## config.mk

```make
export PLATFORM = sky130hd
export DESIGN_NAME = f_pc_sequencer
export DESIGN_NICKNAME = d
export VERILOG_FILES = /design/src/rtl/f_pc_sequencer.sv
export SDC_FILE = /design/constraint.sdc
export NUM_CORES = 1
export LEC_CHECK = 0
export BUFFER_PORTS_ARGS = -buffer_cell sky130_fd_sc_hd__buf_2
export CAP_MARGIN = 15
export CORE_MARGIN = 5
export CORE_UTILIZATION = 51
export CTS_CLUSTER_DIAMETER = 30
export DETAILED_ROUTE_END_ITERATION = 16
export PLACE_DENSITY = 0.84
export SLEW_MARGIN = 10
export SYNTH_ARGS = -nofsm -noshare
export SYNTH_HDL_FRONTEND = slang
export SYNTH_SLANG_ARGS = --single-unit
export TNS_END_PERCENT = 10
```

## constraint.sdc

```tcl
create_clock -name i_clk -period 4.2 [get_ports i_clk]
set_input_delay 0.42 -clock i_clk [delete_from_list [all_inputs] [get_ports i_clk]]
set_output_delay 0.42 -clock i_clk [all_outputs]
set_load 0.02 [all_outputs]
```

## src/rtl/f_pc_sequencer.sv

```systemverilog
`default_nettype none
// ============================================================================
// Module   : f_pc_sequencer
// Purpose  : Fetch-stage PC sequencer. Redirects on j/jal/jr, resolves
//            conditional branches in a one-cycle RESOLVE state and squashes
//            the wrong-path fetch via o_flush.
// Revision : 1.0  initial release
// ============================================================================
module f_pc_sequencer #(
    parameter logic [31:0] RESET_PC = 32'h0000_0000
) (
    input  logic        i_clk,
    input  logic        i_rst,
    input  logic        i_stall,
    input  logic        i_dec_valid,
    input  logic [1:0]  i_jump,
    input  logic [2:0]  i_bop,
    input  logic        i_ifstall,
    input  logic [31:0] i_rs_val,
    input  logic [31:0] i_rt_val,
    input  logic [15:0] i_imm,
    input  logic [25:0] i_index,
    input  logic [31:0] i_dec_pc4,
    output logic [31:0] o_pc,
    output logic        o_fetch_valid,
    output logic        o_flush,
    output logic        o_br_taken
);

    typedef enum logic [0:0] {
        ST_RUN     = 1'b0,
        ST_RESOLVE = 1'b1
    } state_t;

    localparam logic [1:0] c_JMP_BRANCH = 2'b00;
    localparam logic [1:0] c_JMP_J      = 2'b01;
    localparam logic [1:0] c_JMP_JR     = 2'b10;

    localparam logic [2:0] c_BOP_NONE = 3'b000;
    localparam logic [2:0] c_BOP_BEQ  = 3'b001;
    localparam logic [2:0] c_BOP_BNE  = 3'b010;
    localparam logic [2:0] c_BOP_BLEZ = 3'b011;
    localparam logic [2:0] c_BOP_BGTZ = 3'b100;
    localparam logic [2:0] c_BOP_BLTZ = 3'b101;
    localparam logic [2:0] c_BOP_BGEZ = 3'b110;

    state_t      r_state;
    state_t      w_state_nxt;
    logic [31:0] r_pc;
    logic [31:0] w_pc_nxt;
    logic        r_fetch_valid;
    logic        w_fv_nxt;
    logic        w_latch;
    logic        w_flush;
    logic        w_br_taken;

    // Branch operands captured at decode so RESOLVE is independent of
    // whatever the decode stage presents in the following cycle.
    logic [31:0] r_rs;
    logic [31:0] r_rt;
    logic [15:0] r_imm;
    logic [31:0] r_pc4;
    logic [2:0]  r_bop;

    logic        w_dec_fire;
    logic        w_is_branch;
    logic        w_taken;
    logic [31:0] w_j_target;
    logic [31:0] w_br_target;

    assign w_dec_fire  = i_dec_valid & ~i_stall & (r_state == ST_RUN);
    assign w_is_branch = (i_jump == c_JMP_BRANCH) & i_ifstall & (i_bop != c_BOP_NONE);
    assign w_j_target  = {i_dec_pc4[31:28], i_index, 2'b00};
    assign w_br_target = r_pc4 + {{14{r_imm[15]}}, r_imm, 2'b00};

    always_comb begin
        w_taken = 1'b0;
        case (r_bop)
            c_BOP_BEQ:  w_taken = (r_rs == r_rt);
            c_BOP_BNE:  w_taken = (r_rs != r_rt);
            c_BOP_BLEZ: w_taken = ($signed(r_rs) <= 32'sd0);
            c_BOP_BGTZ: w_taken = ($signed(r_rs) >  32'sd0);
            c_BOP_BLTZ: w_taken = ($signed(r_rs) <  32'sd0);
            c_BOP_BGEZ: w_taken = ($signed(r_rs) >= 32'sd0);
            default:    w_taken = 1'b0;
        endcase
    end

    always_comb begin
        w_state_nxt = r_state;
        w_pc_nxt    = r_pc;
        w_fv_nxt    = r_fetch_valid;
        w_latch     = 1'b0;
        w_flush     = 1'b0;
        w_br_taken  = 1'b0;
        case (r_state)
            ST_RUN: begin
                if (!i_stall) begin
                    w_fv_nxt = 1'b1;
                    if (w_dec_fire && (i_jump == c_JMP_J)) begin
                        w_pc_nxt = w_j_target;
                        w_flush  = 1'b1;
                    end else if (w_dec_fire && (i_jump == c_JMP_JR)) begin
                        w_pc_nxt = i_rs_val;
                        w_flush  = 1'b1;
                    end else if (w_dec_fire && w_is_branch) begin
                        // Hold PC and drop valid: the bubble covers resolution.
                        w_latch     = 1'b1;
                        w_flush     = 1'b1;
                        w_fv_nxt    = 1'b0;
                        w_state_nxt = ST_RESOLVE;
                    end else begin
                        w_pc_nxt = r_pc + 32'd4;
                    end
                end
            end
            ST_RESOLVE: begin
                if (!i_stall) begin
                    w_br_taken  = w_taken;
                    w_pc_nxt    = w_taken ? w_br_target : r_pc4;
                    w_fv_nxt    = 1'b1;
                    w_state_nxt = ST_RUN;
                end
            end
            default: begin
                w_state_nxt = ST_RUN;
            end
        endcase
    end

    always_ff @(posedge i_clk or posedge i_rst) begin
        if (i_rst) begin
            r_state       <= ST_RUN;
            r_pc          <= RESET_PC;
            r_fetch_valid <= 1'b0;
        end else begin
            r_state       <= w_state_nxt;
            r_pc          <= w_pc_nxt;
            r_fetch_valid <= w_fv_nxt;
        end
    end

    always_ff @(posedge i_clk or posedge i_rst) begin
        if (i_rst) begin
            r_rs  <= 32'd0;
            r_rt  <= 32'd0;
            r_imm <= 16'd0;
            r_pc4 <= 32'd0;
            r_bop <= 3'd0;
        end else if (w_latch) begin
            r_rs  <= i_rs_val;
            r_rt  <= i_rt_val;
            r_imm <= i_imm;
            r_pc4 <= i_dec_pc4;
            r_bop <= i_bop;
        end
    end

    assign o_pc          = r_pc;
    assign o_fetch_valid = r_fetch_valid;
    assign o_flush       = w_flush;
    assign o_br_taken    = w_br_taken;

endmodule
`default_nettype wire

```

==> metrics <==
outcome finished clean; Slew HR 32.8%; Num CTS Buffers 17; Rows 49; remaining global-route overflow 0; routed length on met2 12600 um; Setup violations, final 0; met3 routed wirelength 2240 um; Mapped Nets 1081; post-CTS sizing 0; Via density 6.05; residual DRC count 0; Slew @ Worst Pin 1000 ps; Synthesis Warnings 0; CP max stage delay 590 ps; vias in the first global route 7890; slack of the critical path 528 ps; Layout Nets 1238; RSZ-0062 raised after global routing no; DRT Pass-1 Iters 5; Top FF cell, synth dfrtp_1; DRT iter0 DRCs 536; Worst EP arrival 3250 ps; # port buffers 182; area of the multi-input gates 5160 um^2; clock tree buffer depth 2; post-CTS setup buffers 0; cell-by-cell trace of the critical path xnor2_1, nand4_1, nor4_1, a311o_1, nand3_1, nor2_1, buf_2; CTS tree yes; Hold Violations, Final 0; Clock Skews 8.58 ps; layout cells sized above 1 32.3%; Die Wd 144 um; Hold Path Class input port to async pin; Routed WL per cell 20.3 um; Synth async-reset ratio 100%; Final Wtd Congestion 0.943; largest net degree at the start of global routing 150; Pwr per Cell Area 579 nW/um^2; register area share after synthesis 40.8%; Die Ht 144 um; Post-Syn Area 9130 um^2; CTS sink count 149; Layout area overhead 18.6%; clock period minus worst slack 3670 ps; Yosys reg bits 149; initial antenna violation count 3; distinct cell type count after synthesis 67; cts-stage hold buffer count 0; FF/Latch Area 3730 um^2; Avg Inst Size Synth 10.1 um^2; H-tree levels 4; Syn Inst Count 902; setup TNS 0 ps; Bufs and invs on worst path 1; crit path max-delay cell type nor2_1; area of the core 17800 um^2; IO Count 183; CTS clk-pin slew, worst paths 60 ps; first-pass GRT wire length 41200 um; crit path kind flop to output port; Vias 7873; latest clock arrival within the worst-skew pair 430 ps; period utilisation layout 87.4%; CP delay by family, top simple AND/OR/NAND/NOR gates; gr usage total 25.7%; max_cap viols 0; wire length on met1 10500 um; maximum vdd drop 0.390 mV; number of synthesized flops with an enable pin 0; top sig layer met5; CP Launch Type flop; dpl ws 821 ps; Pleak 4.82 nW; Fillers 1507; Max Clk Rate 272 MHz; Routed WL 26400 um; HPWL after DPL 19600 um; Max Fanout on Critical Path 7; Crit. End Element output port; clock root cell clkbuf_16; Final Max Tran Viols 0; DRT antenna net count 0; Req. time, crit path 3780 ps; Starting Density 51.3%; die area 20700 um^2
==> kinds of logic after synthesis <==
group | Yosys count | synth area share (%)
AOI/OAI and AO/OA | 229 | 16.9
and+or+nand+nor | 220 | 11.8
DFF | 149 | 40.8
muxes | 129 | 15.7
xor gates and xnor gates | 79 | 7.58
buffers and inverters | 65 | 2.82
adders and majority gates | 31 | 4.33
==> registers in the layout, summed over array words and instances (netlist names) <==
register	cells
o_pc	32
r_pc4	32
r_rs	32
r_rt	32
r_imm	16
r_bop	3
o_fetch_valid	1
r_state	1
==> synth_stat cells (all sizes together) (12+ instances only) <==
cell / n / area share [%]
dfrtp: 149 / 41
ha: 30 / 4.1
nand3: 23 / 1.3
mux2i: 14 / 1.5
a21oi: 68 / 3.9
a21o: 19 / 1.6
buf: 12 / 0.64
inv: 15 / 0.62
a221oi: 12 / 1.4
nand4: 19 / 1.3
nor4: 13 / 0.89
xnor2: 54 / 5.2
clkbuf: 38 / 1.6
mux2: 115 / 14
nor2: 58 / 2.4
nand2: 58 / 2.4
o21ai: 39 / 2.1
a211oi: 35 / 2.9
xor2: 25 / 2.4
==> routing by layer <==
layer	global-route usage (%)	up-vias
met5	0	-
met3	6.99	68
met2	41.0	347
met1	33.1	3791
li1	-	3663
met4	10.9	4
==> path summary, 6_finish.rpt <==
kind,from,to,slack [ps],cells past startpoint
max reg2reg,r_imm[0],o_pc[30],780,11
min,i_rst,r_imm[15],140,3
min reg2reg,r_imm[14],r_imm[14],520,1
min in group i_clk,i_dec_pc4[4],r_pc4[4],220,2
max in group asynchronous,i_rst,r_pc4[22],3330,3
max,r_rs[29],o_br_taken,530,7
==> area by class of cell <==
cell class	count	area share, %
antenna	1	0.0231
inverter	15	0.555
tap	229	2.65
multi-input combinational	688	47.6
clock inverter	13	1.35
clock buffer	19	4.18
sequential	149	34.4
timing repair buffer	188	9.18
==> cells in the final DEF, fill, tap and decap left out, types with 4 or more instances in the layout <==
| cell type | n |
|---|---|
| clkinvlp_4 | 6 |
| a22oi_1 | 6 |
| nor4_1 | 13 |
| buf_2 | 182 |
| a21o_1 | 19 |
| o21bai_1 | 5 |
| clkbuf_16 | 17 |
| mux2_2 | 114 |
| o22ai_1 | 5 |
| nor2_1 | 58 |
| o21ai_1 | 5 |
| o21ai_0 | 34 |
| a31oi_1 | 7 |
| inv_1 | 14 |
| xor2_1 | 25 |
| a211oi_1 | 35 |
| nor2b_1 | 5 |
| and3_1 | 11 |
| a221oi_1 | 10 |
| mux2i_1 | 14 |
| nor3_1 | 10 |
| nand4_1 | 19 |
| nand2_1 | 58 |
| xnor2_1 | 54 |
| a21oi_1 | 67 |
| a221o_1 | 4 |
| nand3_1 | 23 |
| ha_1 | 30 |
| dfrtp_1 | 149 |
==> power breakdown <==
part / internal [mW] / leakage [nW] / switching (mW)
Combinational: 1.16 / 2.72 / 1.34
Clock: 0.912 / 0.279 / 0.638
Sequential: 1.80 / 1.82 / 0.428
Total: 3.87 / 4.82 / 2.40
==> tightest hold or removal path, cell delays in order <==
cell        delay, ps
buf_2             110
clkinvlp_4         70
buf_12            460
==> through the flow <==
step	std cells	power, mW	util [%]	instance area, um^2	hold WS (ps)
floorplan	902	3.98	-	9130	482
global placement	1269	4.61	57.5	10200	493
detailed placement	1269	4.69	57.5	10200	504
CTS	1301	6.28	60.9	10800	205
global route	1302	6.66	60.9	10800	205
finish	1302	6.27	60.9	10800	143
Power figures use the tool's default switching activity.
